`config.mk`:
```
export PLATFORM = sky130hd
export DESIGN_NAME = branch_hazard_ctrl_flat
export DESIGN_NICKNAME = d
export VERILOG_FILES = /design/src/rtl/branch_hazard_ctrl_if.sv /design/src/rtl/branch_hazard_ctrl.sv /design/src/flat_wrapper.sv
export SDC_FILE = /design/constraint.sdc
export NUM_CORES = 1
export LEC_CHECK = 0
export BUFFER_PORTS_ARGS = -buffer_cell sky130_fd_sc_hd__buf_4
export CAP_MARGIN = 5
export CELL_PAD_IN_SITES_DETAIL_PLACEMENT = 1
export CELL_PAD_IN_SITES_GLOBAL_PLACEMENT = 1
export CORE_ASPECT_RATIO = 0.6
export CORE_UTILIZATION = 34
export CTS_CLUSTER_SIZE = 40
export DETAILED_ROUTE_END_ITERATION = 8
export HOLD_SLACK_MARGIN = 0.02
export PLACE_DENSITY_LB_ADDON = 0.1
export REMOVE_ABC_BUFFERS = 1
export SETUP_SLACK_MARGIN = 0.1
export SYNTH_ARGS = -nofsm -noshare
export SYNTH_HDL_FRONTEND = slang
export SYNTH_SLANG_ARGS = --single-unit
```
`constraint.sdc`:
```
create_clock -name clk -period 2.51 [get_ports clk]
set_input_delay 0.1255 -clock clk [delete_from_list [all_inputs] [get_ports clk]]
set_output_delay 0.1255 -clock clk [all_outputs]
set_load 0.01 [all_outputs]
```
`src/rtl/branch_hazard_ctrl_if.sv`:
```
// Pipeline-side bundle for the branch hazard controller: IF prediction lookup,
// EX resolution, and the flush/redirect/stall/halt controls plus perf counters.
interface branch_hazard_ctrl_if;
   logic [31:0] if_pc;
   logic [6:0]  if_opcode;
   logic        predict_taken;
   logic        ex_valid;
   logic [6:0]  ex_opcode;
   logic [31:0] ex_pc;
   logic        ex_taken;
   logic        ex_pred;
   logic [31:0] ex_target;
   logic        flush;
   logic        redirect_valid;
   logic [31:0] redirect_pc;
   logic        fetch_stall;
   logic        halt;
   logic [31:0] branch_cnt;
   logic [31:0] mispredict_cnt;

   modport master (
      output if_pc, if_opcode, ex_valid, ex_opcode, ex_pc, ex_taken, ex_pred, ex_target,
      input  predict_taken, flush, redirect_valid, redirect_pc, fetch_stall, halt,
             branch_cnt, mispredict_cnt
   );

   modport slave (
      input  if_pc, if_opcode, ex_valid, ex_opcode, ex_pc, ex_taken, ex_pred, ex_target,
      output predict_taken, flush, redirect_valid, redirect_pc, fetch_stall, halt,
             branch_cnt, mispredict_cnt
   );
endinterface

```
`src/rtl/branch_hazard_ctrl.sv`:
```
// Branch predictor (16 x 2-bit counters) with mispredict flush and halt drain sequencing.
// Define BRANCH_PERF_CNT_EN to build the resolved-branch / mispredict counters.
//
//   state     | meaning
//   ----------+-----------------------------------------------------------
//   ST_RUN    | normal operation, branches resolve and train the table
//   ST_FLUSH1 | first squash cycle, redirect PC loaded
//   ST_FLUSH2 | second squash cycle, EX contents ignored
//   ST_DRAIN  | halt seen, fetch frozen for two cycles
//   ST_HALTED | pipeline drained, exit only through rst
module branch_hazard_ctrl (
   input logic               clk,
   input logic               rst,
   branch_hazard_ctrl_if.slave bus
);
   localparam logic [6:0] OP_BRANCH = 7'b1100011;
   localparam logic [6:0] OP_HALT   = 7'b0000000;

   typedef enum logic [2:0] {
      ST_RUN    = 3'd0,
      ST_FLUSH1 = 3'd1,
      ST_FLUSH2 = 3'd2,
      ST_DRAIN  = 3'd3,
      ST_HALTED = 3'd4
   } state_t;

   state_t      state_q, state_d;
   logic        drain_cnt_q;
   logic [1:0]  bht_q [16];
   logic [31:0] redirect_pc_q;
   logic        resolved;
   logic        mispredict;
   logic        halt_seen;
   logic [3:0]  ex_idx;

   assign ex_idx     = bus.ex_pc[5:2];
   assign resolved   = (state_q == ST_RUN) && bus.ex_valid && (bus.ex_opcode == OP_BRANCH);
   assign mispredict = resolved && (bus.ex_taken != bus.ex_pred);
   assign halt_seen  = (state_q == ST_RUN) && bus.ex_valid && (bus.ex_opcode == OP_HALT);

   // Lookup reads the registered table, so an EX update to the same index is not bypassed.
   assign bus.predict_taken = (bus.if_opcode == OP_BRANCH) && bht_q[bus.if_pc[5:2]][1];

   logic unused_if_pc;
   assign unused_if_pc = ^{bus.if_pc[31:6], bus.if_pc[1:0]};

   always_ff @(posedge clk) begin
      if (rst) state_q <= ST_RUN;
      else     state_q <= state_d;
   end

   always_comb begin
      state_d = state_q;
      case (state_q)
         ST_RUN: begin
            if (halt_seen)       state_d = ST_DRAIN;
            else if (mispredict) state_d = ST_FLUSH1;
         end
         ST_FLUSH1: state_d = ST_FLUSH2;
         ST_FLUSH2: state_d = ST_RUN;
         ST_DRAIN:  if (drain_cnt_q) state_d = ST_HALTED;
         ST_HALTED: state_d = ST_HALTED;
         default:   state_d = ST_RUN;
      endcase
   end

   always_comb begin
      bus.flush          = 1'b0;
      bus.redirect_valid = 1'b0;
      bus.fetch_stall    = 1'b0;
      bus.halt           = 1'b0;
      case (state_q)
         ST_FLUSH1: begin
            bus.flush          = 1'b1;
            bus.redirect_valid = 1'b1;
         end
         ST_FLUSH2: bus.flush = 1'b1;
         ST_DRAIN: begin
            bus.flush       = 1'b1;
            bus.fetch_stall = 1'b1;
         end
         ST_HALTED: begin
            bus.flush       = 1'b1;
            bus.fetch_stall = 1'b1;
            bus.halt        = 1'b1;
         end
         default: ;
      endcase
   end

   assign bus.redirect_pc = redirect_pc_q;

   always_ff @(posedge clk) begin
      if (rst)                     drain_cnt_q <= 1'b0;
      else if (state_q == ST_DRAIN) drain_cnt_q <= ~drain_cnt_q;
      else                         drain_cnt_q <= 1'b0;
   end

   always_ff @(posedge clk) begin
      if (rst)             redirect_pc_q <= 32'd0;
      else if (mispredict) redirect_pc_q <= bus.ex_taken ? bus.ex_target : bus.ex_pc + 32'd4;
   end

   always_ff @(posedge clk) begin
      if (rst) begin
         for (int i = 0; i < 16; i++) bht_q[i] <= 2'b01;
      end else if (resolved) begin
         if (bus.ex_taken && (bht_q[ex_idx] != 2'b11))
            bht_q[ex_idx] <= bht_q[ex_idx] + 2'b01;
         else if (!bus.ex_taken && (bht_q[ex_idx] != 2'b00))
            bht_q[ex_idx] <= bht_q[ex_idx] - 2'b01;
      end
   end

`ifdef BRANCH_PERF_CNT_EN
   logic [31:0] branch_cnt_q;
   logic [31:0] mispredict_cnt_q;

   always_ff @(posedge clk) begin
      if (rst) begin
         branch_cnt_q     <= 32'd0;
         mispredict_cnt_q <= 32'd0;
      end else begin
         if (resolved)   branch_cnt_q     <= branch_cnt_q + 32'd1;
         if (mispredict) mispredict_cnt_q <= mispredict_cnt_q + 32'd1;
      end
   end

   assign bus.branch_cnt     = branch_cnt_q;
   assign bus.mispredict_cnt = mispredict_cnt_q;
`else
   assign bus.branch_cnt     = 32'd0;
   assign bus.mispredict_cnt = 32'd0;
`endif
endmodule

```
`src/flat_wrapper.sv`:
```
// flat-port wrapper written by rule: the top's interface ports become plain ports
module branch_hazard_ctrl_flat 
  (clk, rst, bus_if_pc, bus_if_opcode, bus_ex_valid, bus_ex_opcode, bus_ex_pc, bus_ex_taken, bus_ex_pred, bus_ex_target, bus_predict_taken, bus_flush, bus_redirect_valid, bus_redirect_pc, bus_fetch_stall, bus_halt, bus_branch_cnt, bus_mispredict_cnt);
  branch_hazard_ctrl_if bus_i ();
  input logic clk;
  input logic rst;
  input wire logic [$bits(bus_i.if_pc)-1:0] bus_if_pc;
  input wire logic [$bits(bus_i.if_opcode)-1:0] bus_if_opcode;
  input wire logic [$bits(bus_i.ex_valid)-1:0] bus_ex_valid;
  input wire logic [$bits(bus_i.ex_opcode)-1:0] bus_ex_opcode;
  input wire logic [$bits(bus_i.ex_pc)-1:0] bus_ex_pc;
  input wire logic [$bits(bus_i.ex_taken)-1:0] bus_ex_taken;
  input wire logic [$bits(bus_i.ex_pred)-1:0] bus_ex_pred;
  input wire logic [$bits(bus_i.ex_target)-1:0] bus_ex_target;
  output wire logic [$bits(bus_i.predict_taken)-1:0] bus_predict_taken;
  output wire logic [$bits(bus_i.flush)-1:0] bus_flush;
  output wire logic [$bits(bus_i.redirect_valid)-1:0] bus_redirect_valid;
  output wire logic [$bits(bus_i.redirect_pc)-1:0] bus_redirect_pc;
  output wire logic [$bits(bus_i.fetch_stall)-1:0] bus_fetch_stall;
  output wire logic [$bits(bus_i.halt)-1:0] bus_halt;
  output wire logic [$bits(bus_i.branch_cnt)-1:0] bus_branch_cnt;
  output wire logic [$bits(bus_i.mispredict_cnt)-1:0] bus_mispredict_cnt;
  assign bus_i.if_pc = bus_if_pc;
  assign bus_i.if_opcode = bus_if_opcode;
  assign bus_i.ex_valid = bus_ex_valid;
  assign bus_i.ex_opcode = bus_ex_opcode;
  assign bus_i.ex_pc = bus_ex_pc;
  assign bus_i.ex_taken = bus_ex_taken;
  assign bus_i.ex_pred = bus_ex_pred;
  assign bus_i.ex_target = bus_ex_target;
  assign bus_predict_taken = bus_i.predict_taken;
  assign bus_flush = bus_i.flush;
  assign bus_redirect_valid = bus_i.redirect_valid;
  assign bus_redirect_pc = bus_i.redirect_pc;
  assign bus_fetch_stall = bus_i.fetch_stall;
  assign bus_halt = bus_i.halt;
  assign bus_branch_cnt = bus_i.branch_cnt;
  assign bus_mispredict_cnt = bus_i.mispredict_cnt;
  branch_hazard_ctrl u_core (.clk(clk), .rst(rst), .bus(bus_i));
endmodule
```
Yosys cells after proc, flatten, opt, wreduce, memory -nomap -nowiden

Memory sizes are Yosys's and may differ from the RTL's.
Cells that the tools add are included.

Bitwise operators: 3
Equal/unequal tests: 10
Multiplexer cells: 24
Reduce and logical (&&, ||, !) cells: 16
$add $sub $neg: 3

Operator list:

| operator              | count |
|---|---|
| $add 32x3->32 const B | 1 |
| $mux 32               | 1 |
| $mux 1                | 16 |
| $eq 7x7->1 const B    | 2 |
| $pmux 3 s4            | 1 |
| $mux 3                | 3 |
| $logic_and 1x1->1     | 7 |
| $logic_not 7->1       | 1 |
| $eq 3x2->1 const B    | 2 |
| $reduce_or 2->1       | 3 |
| $mux 2                | 2 |
| $mux 4                | 1 |
| $reduce_or 4->1       | 1 |
| $eq 3x1->1 const B    | 1 |
| $eq 3x3->1 const B    | 1 |
| $logic_not 3->1       | 1 |
| $ne 3x1->1 const B    | 1 |
| $add 2x1->2 const B   | 1 |
| $ne 2x1->1 const B    | 1 |
| $ne 2x2->1 const B    | 1 |
| $not 1->1             | 2 |
| $reduce_and 2->1      | 1 |
| $reduce_bool 2->1     | 1 |
| $sub 2x1->2 const B   | 1 |
| 3 further kinds       | 3 |

Logic and storage cells: 60
Input bits: 115
Output and inout bits: 101
Memory bits (writable): 32
Memories kept: 1
Register bits: 36

Memory list:

| memory       | words | width | read ports | clocked after Yosys merged registers in | write ports | line                     | RTL |
|---|---|---|---|---|---|---|---|
| u_core.bht_q | 16    | 2     | 2          | 0                                       | 16          | branch_hazard_ctrl.sv:29 | `logic [1:0] bht_q [16];` |

Longest topological paths before layout

An unclocked memory read counts as a cell.

Word-level depth: 11
Mapped depth: 7
Gate-level depth less buffers: 6

Least setup slack after synthesis

OpenSTA, ideal clock, no wires.

Path type: reg-to-reg
Start point: register u_core.state_q[1]
End point: memory u_core.bht_q[12][0], data pin
Clock period less this slack: 2,279 ps
Arrival time: 2,013 ps
Buffers on the path: 2
Required time: 2,245 ps
Slack: 231 ps
Library setup time: 265 ps
Stages on the path, launching flop included: 7
Cells stage by stage: dfxtp_1 -> clkbuf_1 -> or3_1 -> or3_1 -> buf_6 -> or3b_4 -> or3_1

RTL lines:

| item                     | line                     | RTL |
|---|---|---|
| start: declaration       | branch_hazard_ctrl.sv:27 | `state_t state_q, state_d;` |
| start signal: assignment | branch_hazard_ctrl.sv:49 | `else state_q <= state_d;` |
| end: declaration         | branch_hazard_ctrl.sv:29 |  |

==> results_dict.tcl <==
set metrics [dict create \
    fin_ws_ns 0.258 \
    grtUsageTotal_pct 20.7 \
    core_area_sq_um 13000 \
    power.switching_uw 708 \
    cts_num_sinks 68 \
    synth_compound_gate_area_share_pct 12.5 \
    hpwl_um 10700 \
    worst-endpoint-arrival_ns 2.33 \
    hold_start "bus_ex_pc[31]" \
    cts_setup_buffers 0 \
    critPathKind "register to register" \
    reg2reg_slack_ns 0.26 \
    die_w_um 152 \
    final_common_cell "buf_4" \
    dr.first_iter.drc_count 163 \
    area_growth_pct 26.5 \
    grt_pass1_vias 4125 \
    critPathCaptureType "register" \
    synthXorXnorAreaFrac_pct 5.72 \
    ir_drop_mv 0.253 \
    die_y_um 92.0 \
    numCtsBuffers 9 \
    antenna_found_initial 0 \
    fp.dieArea_sq_um 14000 \
    clkPwrFrac_pct 42.2 \
    initial_core_util_pct 35.3 \
    gr-total-overflow 0 \
    max_stage_delay_ns 0.43 \
    power_frac_comb_pct 14.9 \
    clkLatencyLatePin_ns 0.34 \
    async_flop_share_pct 0 \
    outcome "finished, violations left" \
    routed_via_density 5.20 \
    period_needed_ns 2.25 \
    finalSetupViolCount 0 \
    use_met1_pct 28.7 \
    synth.avg_cell_area_sq_um 9.10 \
    grt_max_degree 34 \
    worstPathCellList "or3_1 -> or3_4 -> or3b_4 -> or3_1" \
    rows 32 \
    cts_hold_buffers 0 \
    routed_wl_um 14300 \
    first_pass_iters 7 \
    top_usage_layer "met2" \
    drive_above_1_share_pct 28.0 \
    synthAdderAreaFrac_pct 1.09 \
    synth_area_sq_um 4590 \
    ff2ff_path_depth 4 \
    cts.reportedPaths.clkPinSlew_ns 0.06 \
    crit_fanout 8 \
    ys_warn_count 0 \
    switching_share_pct 25.8 \
    htreeDepth 3 \
    synth_cells 505 \
    max_cap_viol_count 0 \
    pre_cts_slack_ns 0.0195 \
    globalplace.congestion 0.830 \
    period_share_pct 89.7 \
    synth_top_family_by_area "simple AND/OR/NAND/NOR gates" \
    route.detailed.drc 24 \
    ios 216 \
    wire_per_inst_um 17.8 \
    io_buffers 123 \
    grt_pass1_wl_um 22100 \
    final_nets 750 \
    synthMuxAreaShare_pct 8.55 \
    diodes 0 \
    skew_ns 0.00510 \
    final_cells 806 \
    cp.required_ns 2.59 \
    drtAntennaViolNets 0 \
    cts_tree "done" \
    cp-startpoint "u_core.state_q[1]" \
    pwr_density_cell_nw_per_um2 472 \
    dp_cells 790 \
    slew_headroom_pct 57.9 \
    met3_usage_pct 4.82 \
    violations "DRC" \
    rsz0062_at_grt "false" \
    tightest_slew_ns 0.623 \
    hold-worst-slack_ns 0.0887 \
    crit_path_start_kind "register" \
    fillers 1538 \
    synth_edf_count 32 \
    synth_cell_types 48 \
    cts_buffer_depth 2 \
    synth_flop_cell "dfxtp_1" \
    leakagePower_nw 2.36 \
    finalHoldViolations 0 \
    r2r-end "u_core.bht_q[15][0]" \
    seq_power_share_pct 42.9 \
    crit_slowest_cell "or3_1" \
    grtUsageMet2_pct 31.8 \
    hold_class "input pin to register" \
    final_util_pct 44.7 \
    path_common_cell "or3_1" \
    cts_root_buf "clkbuf_16" \
    ys_ff_latch 68 \
    slew_viol_final 0 \
    r2r-start "u_core.state_q[1]" \
    dr_total_vias 4194 \
    yosysSeqAreaShare_pct 36.6 \
    final_cell_mix "buf_4 (143), conb_1 (64), nand2_1 (38)" \
    synthSimpleGateAreaFrac_pct 21.8 \
    crit_end "u_core.bht_q[15][0]" \
    p_int_mw 2.04 \
    fmax_mhz 444 \
]
[worst max-delay path: cells and delay by family (launching register included)]
family / cells / cell delay [ns]
simple gates: 4 / 1.62
flops: 1 / 0.37
[stage by stage]
stage | power [mW] | setup TNS [ns] | instance area, sq um
after CTS | 2.78 | 0 | 5810
after global placement | 1.59 | 0 | 5540
after detailed placement | 1.60 | 0 | 5540
after global routing | 2.85 | 0 | 5810
final | 2.75 | 0 | 5810
after floorplan | 1.37 | -27.76 | 4230
[worst min path at each step]
stage                                  to  slack [ns]  cells after the start
2_1_floorplan  u_core.bus.redirect_pc[10]        0.19                      1
3_3_place_gp   u_core.bus.redirect_pc[31]        0.42                      3
3_5_place_dp   u_core.bus.redirect_pc[31]        0.43                      3
4_1_cts        u_core.bus.redirect_pc[31]        0.07                      3
5_1_grt        u_core.bus.redirect_pc[23]        0.10                      3
6_report       u_core.bus.redirect_pc[31]        0.09                      3
[cell families (layout without fill, tap and decap cells)]
kind of cell	Yosys count	in the layout
simple gates	189	189
buf+inv	98	166
compound gates	92	92
flops	68	68
xor+xnor	30	30
mux	23	23
fa+ha+maj	4	4
other cells	1	64
[cell type report]
cell class	instances	area (sq um)	share of cell area, %
Multi-Input combinational cell	402	2540	43.7
Sequential cell	68	1680	28.9
Tap cell	170	213	3.66
Clock inverter	2	10.0	0.172
Inverter	6	22.5	0.387
Clock buffer	14	254	4.37
Timing Repair Buffer	144	1090	18.8
[per-layer routing]
| metal | share of wire, % | vias up | wire (um) |
|---|---|---|---|
| li1 | - | 1957 | - |
| met4 | 1.9 | 0 | 270 |
| met5 | 0 | - | 0 |
| met3 | 7.5 | 18 | 1070 |
| met1 | 47 | 2048 | 6760 |
| met2 | 44 | 171 | 6230 |
[registers in the layout, indices dropped and copies added (netlist names)]
register,count
u_core.bus.redirect_pc,32
u_core.drain_cnt_q,1
u_core.bht_q,32
u_core.state_q,3
[cell usage after synthesis, types with 2 or more instances]
| library cell | n | share of area, % |
|---|---|---|
| xor2_1 | 20 | 3.8 |
| buf_1 | 2 | 0.16 |
| buf_4 | 66 | 11 |
| or3b_4 | 3 | 0.74 |
| a21o_1 | 18 | 2.9 |
| nor4_1 | 14 | 1.9 |
| o211ai_1 | 3 | 0.49 |
| nand3_1 | 16 | 1.7 |
| and3_1 | 14 | 1.9 |
| o21bai_1 | 4 | 0.65 |
| clkbuf_1 | 20 | 1.6 |
| xnor2_1 | 10 | 1.9 |
| nand2_1 | 38 | 3.1 |
| and4_1 | 2 | 0.38 |
| edfxtp_1 | 32 | 21 |
| ha_1 | 4 | 1.1 |
| mux4_2 | 13 | 6.4 |
| a31oi_1 | 3 | 0.41 |
| o22ai_1 | 11 | 1.5 |
| nand4_1 | 8 | 1.1 |
| dfxtp_1 | 36 | 16 |
| nand2b_1 | 11 | 1.5 |
| o21a_1 | 4 | 0.65 |
| a21oi_1 | 27 | 2.9 |
| and2_1 | 4 | 0.54 |
| nor2_1 | 34 | 2.8 |
| or3_1 | 9 | 1.2 |
| mux2i_1 | 10 | 2.2 |
| inv_1 | 5 | 0.41 |
| buf_2 | 3 | 0.33 |
| nor4_2 | 2 | 0.54 |
| nor3_1 | 26 | 2.8 |
| a211oi_1 | 5 | 0.82 |
| o21ai_0 | 14 | 1.5 |
[power groups by stage]
stage | sequential (mW) | combinational (mW) | clock [mW]
floorplan | 1.19 | 0.176 | 0
global placement | 1.20 | 0.394 | 0
detailed placement | 1.20 | 0.404 | 0
CTS | 1.18 | 0.407 | 1.19
global route | 1.18 | 0.443 | 1.23
finish | 1.18 | 0.410 | 1.16
[what timing repair did]
action	CTS	global route
endpoints found under the hold margin	0	0
endpoints found under the setup margin	8	8
pin swaps	0	0
resized for setup	1	1
No activity file was read; power rests on OpenSTA's default activity.
